**src/rtl/reg_file_sb_if.sv**
```systemverilog
// -----------------------------------------------------------------------------
// reg_file_sb_if
// Bundles the register-file side of the decode stage: two read ports, two write
// ports (low/high, the high port carries the upper MUL result) and the issue
// information that feeds the pending-register scoreboard.
//
// Signals (direction given from the register file's point of view):
//   reg_readnum_src / reg_readnum_dst       in   read indices
//   reg1_read_src / reg2_read_dst           out  read data
//   reg_write_low/high, reg_dst_low/high,
//   data_to_be_written_low/high             in   writeback ports
//   issue_valid, issue_wr_low/high,
//   issue_dst_low/high                      in   destinations marked pending
//   src_busy, dst_busy, hazard              out  RAW hazard indication
//   pending                                 out  scoreboard bit per register
// Modports: master = decode/writeback side, slave = register file.
// -----------------------------------------------------------------------------
interface reg_file_sb_if #(
  parameter int DATA_W   = 16,
  parameter int NUM_REGS = 8,
  parameter int ADDR_W   = 3
);
  logic [ADDR_W-1:0]   reg_readnum_src;
  logic [ADDR_W-1:0]   reg_readnum_dst;
  logic [DATA_W-1:0]   reg1_read_src;
  logic [DATA_W-1:0]   reg2_read_dst;
  logic                reg_write_low;
  logic [ADDR_W-1:0]   reg_dst_low;
  logic [DATA_W-1:0]   data_to_be_written_low;
  logic                reg_write_high;
  logic [ADDR_W-1:0]   reg_dst_high;
  logic [DATA_W-1:0]   data_to_be_written_high;
  logic                issue_valid;
  logic                issue_wr_low;
  logic                issue_wr_high;
  logic [ADDR_W-1:0]   issue_dst_low;
  logic [ADDR_W-1:0]   issue_dst_high;
  logic                src_busy;
  logic                dst_busy;
  logic                hazard;
  logic [NUM_REGS-1:0] pending;

  modport master (
    output reg_readnum_src, reg_readnum_dst,
    output reg_write_low, reg_dst_low, data_to_be_written_low,
    output reg_write_high, reg_dst_high, data_to_be_written_high,
    output issue_valid, issue_wr_low, issue_wr_high, issue_dst_low, issue_dst_high,
    input  reg1_read_src, reg2_read_dst,
    input  src_busy, dst_busy, hazard, pending
  );

  modport slave (
    input  reg_readnum_src, reg_readnum_dst,
    input  reg_write_low, reg_dst_low, data_to_be_written_low,
    input  reg_write_high, reg_dst_high, data_to_be_written_high,
    input  issue_valid, issue_wr_low, issue_wr_high, issue_dst_low, issue_dst_high,
    output reg1_read_src, reg2_read_dst,
    output src_busy, dst_busy, hazard, pending
  );
endinterface

```
**src/rtl/reg_file_sb.sv**
```systemverilog
// -----------------------------------------------------------------------------
// reg_file_sb
// NUM_REGS x DATA_W register file for the decode stage with two combinational
// read ports, two synchronous write ports (low wins on an index collision),
// optional same-cycle write-to-read bypass and a per-register scoreboard that
// flags RAW hazards to decode.
//
// Ports:
//   clk    in  rising-edge clock
//   reset  in  asynchronous active-high; clears registers and pending bits
//   bus    reg_file_sb_if.slave, see the interface for the signal list
//
// Parameters: DATA_W, NUM_REGS (power of 2, >= 2), ADDR_W = log2(NUM_REGS),
//   BYPASS (1 = reads and busy see the current cycle's writeback).
// -----------------------------------------------------------------------------
module reg_file_sb #(
  parameter int DATA_W   = 16,
  parameter int NUM_REGS = 8,
  parameter int ADDR_W   = 3,
  parameter int BYPASS   = 1
) (
  input  logic         clk,
  input  logic         reset,
  reg_file_sb_if.slave bus
);

  localparam logic BYP = (BYPASS != 0);

  logic [DATA_W-1:0]   r_regs [NUM_REGS];
  logic [NUM_REGS-1:0] r_pending;

  logic [NUM_REGS-1:0] w_wr_low;
  logic [NUM_REGS-1:0] w_wr_high;
  logic [NUM_REGS-1:0] w_set;
  logic [NUM_REGS-1:0] w_clr;

  logic [DATA_W-1:0]   w_stored_src;
  logic [DATA_W-1:0]   w_stored_dst;
  logic                w_src_busy;
  logic                w_dst_busy;

  // Per-register decode of the write and issue ports.
  for (genvar gi = 0; gi < NUM_REGS; gi++) begin : g_dec
    assign w_wr_low[gi]  = bus.reg_write_low  && (bus.reg_dst_low  == ADDR_W'(gi));
    assign w_wr_high[gi] = bus.reg_write_high && (bus.reg_dst_high == ADDR_W'(gi));
    assign w_set[gi]     = bus.issue_valid &&
                           ((bus.issue_wr_low  && (bus.issue_dst_low  == ADDR_W'(gi))) ||
                            (bus.issue_wr_high && (bus.issue_dst_high == ADDR_W'(gi))));
    assign w_clr[gi]     = w_wr_low[gi] | w_wr_high[gi];
  end

  // Storage: low port has priority over high port for the same index.
  always_ff @(posedge clk or posedge reset) begin
    if (reset) begin
      for (int i = 0; i < NUM_REGS; i++) r_regs[i] <= '0;
    end else begin
      for (int i = 0; i < NUM_REGS; i++) begin
        if (w_wr_low[i])       r_regs[i] <= bus.data_to_be_written_low;
        else if (w_wr_high[i]) r_regs[i] <= bus.data_to_be_written_high;
      end
    end
  end

  // Scoreboard: set dominates clear so a newer producer keeps ownership.
  always_ff @(posedge clk or posedge reset) begin
    if (reset) r_pending <= '0;
    else       r_pending <= w_set | (r_pending & ~w_clr);
  end

  // Forwarding mux applied on top of the stored value; low port first.
  function automatic logic [DATA_W-1:0] f_fwd(
    input logic [ADDR_W-1:0] idx,
    input logic [DATA_W-1:0] stored,
    input logic              wl,
    input logic [ADDR_W-1:0] dl,
    input logic [DATA_W-1:0] dlo,
    input logic              wh,
    input logic [ADDR_W-1:0] dh,
    input logic [DATA_W-1:0] dhi
  );
    logic [DATA_W-1:0] v;
    v = stored;
    if (BYP) begin
      if (wl && (dl == idx))      v = dlo;
      else if (wh && (dh == idx)) v = dhi;
    end
    return v;
  endfunction

  assign w_stored_src = r_regs[bus.reg_readnum_src];
  assign w_stored_dst = r_regs[bus.reg_readnum_dst];

  assign bus.reg1_read_src = f_fwd(bus.reg_readnum_src, w_stored_src,
                                   bus.reg_write_low, bus.reg_dst_low, bus.data_to_be_written_low,
                                   bus.reg_write_high, bus.reg_dst_high, bus.data_to_be_written_high);
  assign bus.reg2_read_dst = f_fwd(bus.reg_readnum_dst, w_stored_dst,
                                   bus.reg_write_low, bus.reg_dst_low, bus.data_to_be_written_low,
                                   bus.reg_write_high, bus.reg_dst_high, bus.data_to_be_written_high);

  // With bypass, a writeback landing this cycle already resolves the hazard.
  assign w_src_busy = r_pending[bus.reg_readnum_src] & ~(BYP & w_clr[bus.reg_readnum_src]);
  assign w_dst_busy = r_pending[bus.reg_readnum_dst] & ~(BYP & w_clr[bus.reg_readnum_dst]);

  assign bus.src_busy = w_src_busy;
  assign bus.dst_busy = w_dst_busy;
  assign bus.hazard   = w_src_busy | w_dst_busy;
  assign bus.pending  = r_pending;

endmodule

```
**src/flat_wrapper.sv**
```systemverilog
// flat-port wrapper written by rule: the top's interface ports become plain ports
module reg_file_sb_flat 
#(
  parameter int DATA_W   = 16,
  parameter int NUM_REGS = 8,
  parameter int ADDR_W   = 3,
  parameter int BYPASS   = 1
)
  (clk, reset, bus_reg_readnum_src, bus_reg_readnum_dst, bus_reg_write_low, bus_reg_dst_low, bus_data_to_be_written_low, bus_reg_write_high, bus_reg_dst_high, bus_data_to_be_written_high, bus_issue_valid, bus_issue_wr_low, bus_issue_wr_high, bus_issue_dst_low, bus_issue_dst_high, bus_reg1_read_src, bus_reg2_read_dst, bus_src_busy, bus_dst_busy, bus_hazard, bus_pending);
  reg_file_sb_if #(.DATA_W(DATA_W), .NUM_REGS(NUM_REGS), .ADDR_W(ADDR_W)) bus_i ();
  input  logic clk;
  input  logic reset;
  input wire logic [$bits(bus_i.reg_readnum_src)-1:0] bus_reg_readnum_src;
  input wire logic [$bits(bus_i.reg_readnum_dst)-1:0] bus_reg_readnum_dst;
  input wire logic [$bits(bus_i.reg_write_low)-1:0] bus_reg_write_low;
  input wire logic [$bits(bus_i.reg_dst_low)-1:0] bus_reg_dst_low;
  input wire logic [$bits(bus_i.data_to_be_written_low)-1:0] bus_data_to_be_written_low;
  input wire logic [$bits(bus_i.reg_write_high)-1:0] bus_reg_write_high;
  input wire logic [$bits(bus_i.reg_dst_high)-1:0] bus_reg_dst_high;
  input wire logic [$bits(bus_i.data_to_be_written_high)-1:0] bus_data_to_be_written_high;
  input wire logic [$bits(bus_i.issue_valid)-1:0] bus_issue_valid;
  input wire logic [$bits(bus_i.issue_wr_low)-1:0] bus_issue_wr_low;
  input wire logic [$bits(bus_i.issue_wr_high)-1:0] bus_issue_wr_high;
  input wire logic [$bits(bus_i.issue_dst_low)-1:0] bus_issue_dst_low;
  input wire logic [$bits(bus_i.issue_dst_high)-1:0] bus_issue_dst_high;
  output wire logic [$bits(bus_i.reg1_read_src)-1:0] bus_reg1_read_src;
  output wire logic [$bits(bus_i.reg2_read_dst)-1:0] bus_reg2_read_dst;
  output wire logic [$bits(bus_i.src_busy)-1:0] bus_src_busy;
  output wire logic [$bits(bus_i.dst_busy)-1:0] bus_dst_busy;
  output wire logic [$bits(bus_i.hazard)-1:0] bus_hazard;
  output wire logic [$bits(bus_i.pending)-1:0] bus_pending;
  assign bus_i.reg_readnum_src = bus_reg_readnum_src;
  assign bus_i.reg_readnum_dst = bus_reg_readnum_dst;
  assign bus_i.reg_write_low = bus_reg_write_low;
  assign bus_i.reg_dst_low = bus_reg_dst_low;
  assign bus_i.data_to_be_written_low = bus_data_to_be_written_low;
  assign bus_i.reg_write_high = bus_reg_write_high;
  assign bus_i.reg_dst_high = bus_reg_dst_high;
  assign bus_i.data_to_be_written_high = bus_data_to_be_written_high;
  assign bus_i.issue_valid = bus_issue_valid;
  assign bus_i.issue_wr_low = bus_issue_wr_low;
  assign bus_i.issue_wr_high = bus_issue_wr_high;
  assign bus_i.issue_dst_low = bus_issue_dst_low;
  assign bus_i.issue_dst_high = bus_issue_dst_high;
  assign bus_reg1_read_src = bus_i.reg1_read_src;
  assign bus_reg2_read_dst = bus_i.reg2_read_dst;
  assign bus_src_busy = bus_i.src_busy;
  assign bus_dst_busy = bus_i.dst_busy;
  assign bus_hazard = bus_i.hazard;
  assign bus_pending = bus_i.pending;
  reg_file_sb #(.DATA_W(DATA_W), .NUM_REGS(NUM_REGS), .ADDR_W(ADDR_W), .BYPASS(BYPASS)) u_core (.clk(clk), .reset(reset), .bus(bus_i));
endmodule
```
**config.mk**
```make
export PLATFORM = sky130hd
export DESIGN_NAME = reg_file_sb_flat
export DESIGN_NICKNAME = d
export VERILOG_FILES = /design/src/rtl/reg_file_sb_if.sv /design/src/rtl/reg_file_sb.sv /design/src/flat_wrapper.sv
export SDC_FILE = /design/constraint.sdc
export NUM_CORES = 1
export LEC_CHECK = 0
export CAP_MARGIN = 10
export CORE_MARGIN = 10
export CORE_UTILIZATION = 44
export DETAILED_ROUTE_END_ITERATION = 12
export PLACE_DENSITY = 0.67
export SYNTH_ARGS = -nofsm -noshare
export SYNTH_HDL_FRONTEND = slang
export SYNTH_SLANG_ARGS = --single-unit
```
**constraint.sdc**
```tcl
create_clock -name clk -period 4.2 [get_ports clk]
set_input_delay 0.84 -clock clk [delete_from_list [all_inputs] [get_ports clk]]
set_output_delay 0.84 -clock clk [all_outputs]
set_load 0.005 [all_outputs]
```
== After elaboration in Yosys (flattened, before gate mapping) ==
Cells that the tools add are included.
W data, S select, Z words.
Storage, ports and cells
  register bits: 136
  output and inout bits: 43
  word-level logic and storage cells: 161
Operators by class
  $lt $le $gt $ge: 4
  equality and inequality tests: 32
  multiplexer cells: 34
  bitwise operators: 18
  reductions and logical operators: 64
Operator list (number)
  $mux W16: 24
  $bmux W16 S3: 2
  $eq A3 B3 Y1 const B: 16
  $logic_and A1 B1 Y1: 44
  $eq A3 B2 Y1 const B: 8
  $reduce_bool A2 Y1: 8
  $bmux W1 S3: 4
  $eq A3 B1 Y1 const B: 4
  $eq A3 B3 Y1: 4
  $logic_not A3 Y1: 4
  $or A1 B1 Y1: 9
  $and A8 B8 Y8: 1
  $ge A4 B4 Y1 const B: 2
  $logic_or A1 B1 Y1: 8
  $lt A3 B4 Y1 const B: 2
  $not A3 Y4: 2
  $not A8 Y8: 1
  $or A8 B8 Y8: 1
  $mux W1: 4
  $and A1 B1 Y1: 2
  $not A1 Y1: 2

== Depth between registers and ports, before layout ==
  word-level depth: 8
  depth in mapped cells: 8

== Worst setup path before layout ==
Ideal clock, no wire load.
  path type: input port to output port
  start: input bus_reg_readnum_src[0]
  end: output bus_reg1_read_src[12]
  arrival: 2078 ps
  path slack: 1282 ps
  stages on the path: 7
  cells stage by stage: buf_6 -> buf_2 -> mux4_2 -> mux2i_1 -> nand2_1 -> o21ai_1 -> o21ai_1
Between the ends
  longest elaborated chain between the ends: 6
  elaborated cells on any way between the ends: 10
  those cells by class: 2 x eq/ne; 5 x mux; 1 x bitwise; 2 x reduce/logical
RTL lines
  start, declared: line flat_wrapper.sv:13  | input wire logic [$bits(bus_i.reg_readnum_src)-1:0] bus_reg_readnum_src;
  $not A3 Y4 (not written as such): line reg_file_sb.sv:90  | assign w_stored_src = r_regs[bus.reg_readnum_src];
  $bmux W16 S3: line reg_file_sb.sv:90
  $mux W16 (not written as such) (2 in series): line reg_file_sb.sv:90
  $mux W16: line reg_file_sb.sv:85  | else if (wh && (dh == idx)) v = dhi;
  $mux W16 *: line reg_file_sb.sv:84  | if (wl && (dl == idx)) v = dlo;
  end, declared: line flat_wrapper.sv:26  | output wire logic [$bits(bus_i.reg1_read_src)-1:0] bus_reg1_read_src;
Mark *: on every way between the ends. The rest lies on a longest branch, timed or not. The select of a mux whose other input is x is not followed.

== Worst setup path in the final report ==
  start: input bus_reg_dst_high[2]
  end: output bus_hazard
Between the ends
  longest elaborated chain between the ends: 8
  elaborated cells on any way between the ends: 33
  those cells by class: 7 x eq/ne; 4 x mux; 13 x bitwise; 9 x reduce/logical
RTL lines
  start, declared: line flat_wrapper.sv:19  | input wire logic [$bits(bus_i.reg_dst_high)-1:0] bus_reg_dst_high;
  $eq A3 B1 Y1 (tied with other cells): line reg_file_sb.sv:45  | assign w_wr_high[gi] = bus.reg_write_high && (bus.reg_dst_high == ADDR_W'(gi));
  $logic_and A1 B1 Y1: line reg_file_sb.sv:45
  $or A1 B1 Y1: line reg_file_sb.sv:49  | assign w_clr[gi] = w_wr_low[gi] | w_wr_high[gi];
  $bmux W1 S3, on equally long branches: line reg_file_sb.sv:101, reg_file_sb.sv:102
  $mux W1, on equally long branches: line reg_file_sb.sv:101, reg_file_sb.sv:102
  $not A1 Y1, on equally long branches: line reg_file_sb.sv:101, reg_file_sb.sv:102
  $and A1 B1 Y1, on equally long branches: line reg_file_sb.sv:101, reg_file_sb.sv:102
  $or A1 B1 Y1 *: line reg_file_sb.sv:106  | assign bus.hazard = w_src_busy | w_dst_busy;
  end, declared: line flat_wrapper.sv:30  | output wire logic [$bits(bus_i.hazard)-1:0] bus_hazard;
Marks and branches as above.

==> results.json <==
{
  "grt_usage_pct": 20.7,
  "yosysWarnings": 0,
  "drc_errors": 0,
  "start_util_pct": 45.1,
  "crit_type": "in2out",
  "finalSetupViolCount": 0,
  "clock_sinks": 136,
  "routedWlPerCell_um": 22.5,
  "pwr-share-comb_pct": 31.5,
  "ff2ff_path_depth": 2,
  "dr.pass1.iters": 6,
  "final_common_cell": "mux2i_1",
  "final_cell_area_um2": 11400,
  "start_kind": "input port",
  "grt_overflow": 0,
  "holdWs_ps": 557,
  "relSlewSlack_pct": 52.6,
  "critPathMaxFanout": 10,
  "max_freq_mhz": 248,
  "final_antenna_net_count": 0,
  "postSynthAreaPerCell_um2": 9.94,
  "slowest_stage": "clkdlybuf4s50_1",
  "crit_top_cell": "clkdlybuf4s50_1",
  "arrival_ps": 3190,
  "fin_cells": 1309,
  "worst_hold_startpoint": "u_core.bus.pending[2]",
  "final_cell_mix": "mux2i_1 (160), nand2_1 (137), dfrtp_1 (136)",
  "die_w_um": 168,
  "boundaryPins": 100,
  "avgViaCountPerCell": 6.06,
  "r2r-end": "u_core.r_regs[13]",
  "post-cts-setup-buffers": 0,
  "syn_to_final_growth_pct": 18.8,
  "hold_viol": 0,
  "routabilityCongestion": 0.831,
  "synth_top_area_cell": "dfrtp_1",
  "io_buffer_count": 99,
  "synth_flop_cell": "dfrtp_1",
  "slew_violations": 0,
  "synth_edf_count": 0,
  "min_path_type": "reg2reg",
  "rsz0062_at_grt": "no",
  "clk_latency_ps": 420,
  "die_h_um": 168,
  "skew_ps": 0,
  "r2r_slack_ps": 3410,
  "ys_types": 44,
  "worst_slew_pin_slew_ps": 711,
  "sequentialPowerShare_pct": 38.5,
  "status": "completed",
  "fin_tns_setup_ps": 0,
  "antenna_found_initial": 0,
  "grt_pass1_wl_um": 46400,
  "netlist_instances": 964,
  "htree_levels": 4,
  "finalCritPeriodShare_pct": 96.0,
  "clockPowerShare_pct": 30.0,
  "dr_total_vias": 7935,
  "synth_seq_cells": 136,
  "max-vdd-ir-drop_mv": 0.297,
  "synth_top_area_share_pct": 35.5,
  "nFillCells": 1912,
  "regArea_um2": 3400,
  "die_area_um2": 28100,
  "p_sw_share_pct": 30.8,
  "cts_root_buffer": "clkbuf_16",
  "grt_pass1_vias": 7874,
  "worstHoldEndpoint": "u_core.bus.pending[2]",
  "wl_um": 29400,
  "cts_tree": "built",
  "dp_hpwl_um": 19900,
  "end_kind": "output pin",
  "critPathRequiredTime_ps": 3360,
  "nets": 1079,
  "ys_seq_area_share_pct": 35.5,
  "cpPeakStageDelay_ps": 640,
  "coreArea_um2": 21200,
  "post_synth_instance_area_um2": 9580,
  "grt_max_degree": 75,
  "synth_nets": 1021,
  "power_density_nw_per_um2": 417,
  "p_leak_uw": 0.00482,
  "cts_buffer_depth": 2,
  "placed_cell_area_um2": 10800,
  "numCtsBuffers": 17,
  "drv_cap": 0,
  "fin_util_pct": 53.6,
  "numPlacedInstances": 1278,
  "p_sw_uw": 1460,
  "n_antenna_cell": 0,
  "multi_input_area_um2": 5580,
  "drive_gt1_share_pct": 16.6,
  "cp_cell_sequence": "clkdlybuf4s50_1 > buf_4 > nor4b_4 > o21ai_0 > nand4b_1 > o22ai_1 > or2_1 > clkdlybuf4s50_1",
  "period_needed_ps": 4030,
  "hold_depth": 1,
  "async_flop_share_pct": 100,
  "p_int_uw": 3280,
  "synth.area.top_cells": "dfrtp_1 (36%), mux2i_1 (17%), mux4_2 (16%), nand2_1 (5.4%), o21ai_1 (4.9%)",
  "drtIter0Drc": 629,
  "num_rows": 53,
  "path_clk_slew_ps": 60,
  "reg2reg_from": "u_core.r_regs[13]"
}
## how the worst max path moves through the flow
stage	end	from	depth (start not counted)	slack, ps
after floorplan	bus_reg1_read_src[12]	bus_reg_readnum_src[0]	7	1280
after global placement	bus_reg1_read_src[0]	bus_reg_dst_high[2]	8	210
after detailed placement	bus_reg1_read_src[6]	bus_reg_readnum_src[0]	8	180
after CTS	bus_reg2_read_dst[9]	bus_reg_dst_high[1]	8	170
after global routing	bus_reg2_read_dst[10]	bus_reg_dst_high[2]	8	10
final	bus_hazard	bus_reg_dst_high[2]	8	170
## area by class of cell
class                      instances  share of cell area, %
multi-input combinational        706                   49.0
sequential                       136                   29.9
timing repair buffer             158                   13.1
clock buffer                      20                   3.92
tap                              275                   3.02
clock inverter                    11                  0.868
inverter                           3                  0.132
## what timing repair did
item	CTS	global route
hold endpoints to repair	0	0
hold buffers	0	0
endpoints found under the setup margin	0	2
resized for setup	0	1
## cells in the mapped netlist (2+ instances only)
cell,instances
buf_12,2
nor2_1,69
and4bb_1,4
buf_4,18
o21ai_0,36
a32o_1,4
inv_1,3
nand4b_1,5
clkbuf_1,63
buf_2,29
o32ai_1,2
xnor2_1,8
mux2i_1,160
buf_6,4
a21oi_1,65
o22ai_1,8
nand2_1,137
xor2_1,4
nor3_1,4
nand2b_1,6
mux4_2,66
nand4_1,5
nand3_1,4
nand4b_2,2
o311a_1,2
a211o_1,2
mux4_1,2
buf_1,3
a22o_1,4
o21ai_1,94
dfrtp_1,136
## state kept, by name (all words and copies together) (netlist names)
register,flops
u_core.bus.pending,8
u_core.r_regs,128
## through the flow
stage | power, µW | setup WS [ps]
after CTS | 4760 | 172
after global routing | 5000 | 10.3
after detailed placement | 3340 | 183
after floorplan | 2760 | 1280
final | 4750 | 168
after global placement | 3290 | 210
## power groups by stage
stage                     logic, µW  clock network (µW)  registers, µW
final                          1490                1430           1830
after global placement         1470                   0           1820
after CTS                      1510                1440           1820
after detailed placement       1500                   0           1840
after floorplan                 991                   0           1770
after global routing           1630                1510           1860
## routing by layer
layer	routed length (µm)	vias up	GRT usage, %
li1	-	3616	-
met4	487	0	5.07
met2	14100	335	33.0
met1	12900	3938	27.9
met3	1980	46	4.38
met5	0	-	0
## critical path, delay by kind of cell
family / cells / cell delay, ps
AND/OR/NAND/NOR: 3 / 730
AO/OA/AOI/OAI: 2 / 280
buffers and inverters: 3 / 1350
## kinds of logic (layout without fill, tap and decap cells)
family / after synthesis / count (layout) / synth area share [%]
muxes: 228 / 228 / 32.8
DFF: 136 / 136 / 35.5
xor gates and xnor gates: 12 / 12 / 1.10
AOI/OAI and AO/OA: 221 / 221 / 12.5
buffers and inverters: 122 / 192 / 6.52
and+or+nand+nor: 245 / 245 / 11.6
(Power assumes the default switching activity.)
==> RTL change (config.mk and constraints unchanged) <==
`ADDR_W` is set to 3 in 3 places; all go to 2.
--- a/src/rtl/reg_file_sb_if.sv
+++ b/src/rtl/reg_file_sb_if.sv
@@ -18,7 +18,7 @@
 interface reg_file_sb_if #(
   parameter int DATA_W   = 16,
   parameter int NUM_REGS = 8,
-  parameter int ADDR_W   = 3
+  parameter int ADDR_W   = 2
 );
   logic [ADDR_W-1:0]   reg_readnum_src;
   logic [ADDR_W-1:0]   reg_readnum_dst;
--- a/src/rtl/reg_file_sb.sv
+++ b/src/rtl/reg_file_sb.sv
@@ -16,7 +16,7 @@
 module reg_file_sb #(
   parameter int DATA_W   = 16,
   parameter int NUM_REGS = 8,
-  parameter int ADDR_W   = 3,
+  parameter int ADDR_W   = 2,
   parameter int BYPASS   = 1
 ) (
   input  logic         clk,
--- a/src/flat_wrapper.sv
+++ b/src/flat_wrapper.sv
@@ -3,7 +3,7 @@
 #(
   parameter int DATA_W   = 16,
   parameter int NUM_REGS = 8,
-  parameter int ADDR_W   = 3,
+  parameter int ADDR_W   = 2,
   parameter int BYPASS   = 1
 )
   (clk, reset, bus_reg_readnum_src, bus_reg_readnum_dst, bus_reg_write_low, bus_reg_dst_low, bus_data_to_be_written_low, bus_reg_write_high, bus_reg_dst_high, bus_data_to_be_written_high, bus_issue_valid, bus_issue_wr_low, bus_issue_wr_high, bus_issue_dst_low, bus_issue_dst_high, bus_reg1_read_src, bus_reg2_read_dst, bus_src_busy, bus_dst_busy, bus_hazard, bus_pending);
Ports: changed (6 resized); port bits go from 100 to 94. No check against the original RTL was run, so the function may have changed too.
==> RTL change against the original RTL <==
Synthesized area decreased by 48%. Sequential cell count decreased by 64. Setup slack improved by 0.13 ns. Total power decreased by 46%. Global-route usage decreased by 2.0 points. Critical path type unchanged. Routed wire length decreased by 49%. Final area decreased by 44%. Utilization increased by 4.5 points. Largest cell class unchanged.
==> RTL change: results (changes against the original RTL) <==
- Status: completed (unchanged).
- The static leakage is 3.02 nW (was 4.82 nW).
- The worst clock skew on the final layout is 0 ns (unchanged).
- The number of different library cells in the post-synthesis netlist is 24 (was 44).
- The largest net degree at the start of global routing is 34 (was 75).
- The clock distribution power is 0.827 mW (was 1.43 mW).
- The final net count is 631 (was 1079).
- The initial antenna violation count is 0 (unchanged).
- The total placed instance area is 6060 um2 (was 10800 um2).
- The most used flip-flop cell after synthesis was dfrtp_1 (unchanged).
- The iteration-0 DRC count of the detailed router is 310 (was 629).
- The total nets after synthesis is 546 (was 1021).
- Area contributors post-synth: dfrtp_1, mux2i_1, mux4_2, o21ai_0, nand2_1 (was dfrtp_1, mux2i_1, mux4_2, nand2_1, o21ai_1).
- The number of buffer cells added on primary ports is 93 (was 99).
- The number of global-route vias before repair is 4372 (was 7874).
- The post-placement cell count came to 709 (was 1278).
- The largest fanout of any net on the critical path was 7 (was 10).
- The post-synthesis compound-gate area fraction came to 9.95% (was 12.5%).
- The iteration count of the initial detailed-routing pass is 5 (was 6).
- The register ranked first by flip-flop count is u_core.r_regs (unchanged).
- The XOR/XNOR share of the synthesized area was 1.40% (was 1.10%).
- The sequential logic power was 0.911 mW (was 1.83 mW).
- The half-perimeter wire length after placement is 10.3 mm (was 19.9 mm).
- The clock latency at the later pin of the worst-skew pair is 0.32 ns (was 0.42 ns).
- Most used standard cells in the synthesized netlist: mux2i_1, nand2_1, dfrtp_1 (unchanged).
- The worst IR drop on VDD is 0.000184 V (was 0.000297 V).
- The adder and majority cell fraction of the synthesized area is 0% (unchanged).
- The final weighted congestion in routability-driven placement is 0.829 (was 0.831).
- The switching power of the nets was 0.716 mW (was 1.46 mW).
- The post-synthesis sequential area ratio was 36.1% (was 35.5%).
- The per-instance average area after synthesis came to 10.1 um2 (was 9.94 um2).
- The worst setup slack before clock tree synthesis is 0.316 ns (was 0.183 ns).
- The slew at the pin closest to its max-slew limit was 0.693 ns (was 0.711 ns).
- The overall routing resource usage is 18.6% (was 20.7%).
- The number of diodes added for antenna fixing is 0 (unchanged).
- The portion of netlist area occupied by mux cells is 34.6% (was 32.8%).
- The number of H-tree branching levels is 3 (was 4).
- The number of flip-flops under the largest register name is 64 (was 128).
- The data arrival time of the worst path was 3.07 ns (was 3.19 ns).
- The fraction of final layout cells with drive strength greater than 1 is 13.7% (was 16.6%).
- The final routed wire length divided by cell count came to 20.9 um (was 22.5 um).
- The global-route wire length before repair came to 24.2 mm (was 46.4 mm).
- The per-cell via count in the routed design came to 5.85 (was 6.06).
- The final standard cell count with taps included and fillers excluded is 725 (was 1309).
- The number of buffers created by CTS came to 9 (was 17).
- The internal cell power came to 1.83 mW (was 3.28 mW).
-- RTL change: area by class of cell --
type / count / area (um2)
multi-input combinational: 376 / 2940
sequential: 72 / 1800
tap: 140 / 175
timing repair buffer: 118 / 1130
inverter: 3 / 11.3
clock inverter: 5 / 78.8
fill: 938 / 4600
clock buffer: 11 / 243
-- RTL change: metal layers --
layer	up-vias	GRT usage, %	part of all wire, %	routed length [um]
li1	1951	-	-	-
met5	-	0	0	0
met1	2095	23.8	43	6500
met2	175	31.1	49	7360
met3	23	3.71	7.0	1060
met4	0	5.49	1.5	228
-- RTL change: path summary, 6_finish.rpt --
check / from / endpoint / slack, ns / cells past startpoint
max in group asynchronous: reset / u_core.r_regs[70]$_DFFE_PP0P_ / 2.47 / 3
setup reg to reg: u_core.r_regs[70]$_DFFE_PP0P_ / u_core.r_regs[70]$_DFFE_PP0P_ / 3.39 / 2
min in group asynchronous: reset / u_core.bus.pending[7]$_DFF_PP0_ / 0.95 / 2
hold / removal: u_core.bus.pending[4]$_DFF_PP0_ / u_core.bus.pending[4]$_DFF_PP0_ / 0.49 / 2
setup / recovery: bus_reg_dst_high[0] / bus_reg2_read_dst[10] / 0.29 / 7
hold reg to reg: u_core.bus.pending[4]$_DFF_PP0_ / u_core.bus.pending[4]$_DFF_PP0_ / 0.49 / 2
-- RTL change: critical path, cell delays in order --
cell and delay, ns:
clkdlybuf4s50_1 0.62, xnor2_1 0.17, nand3_2 0.26, buf_4 0.28
mux2i_1 0.12, a21oi_1 0.22, clkdlybuf4s50_1 0.55
-- RTL change: cells by family after synthesis --
kind of cell | count (synthesis)
and+or+nand+nor | 139
AOI/OAI and AO/OA | 99
buffers and inverters | 47
muxes | 130
xor gates and xnor gates | 8
DFF | 72
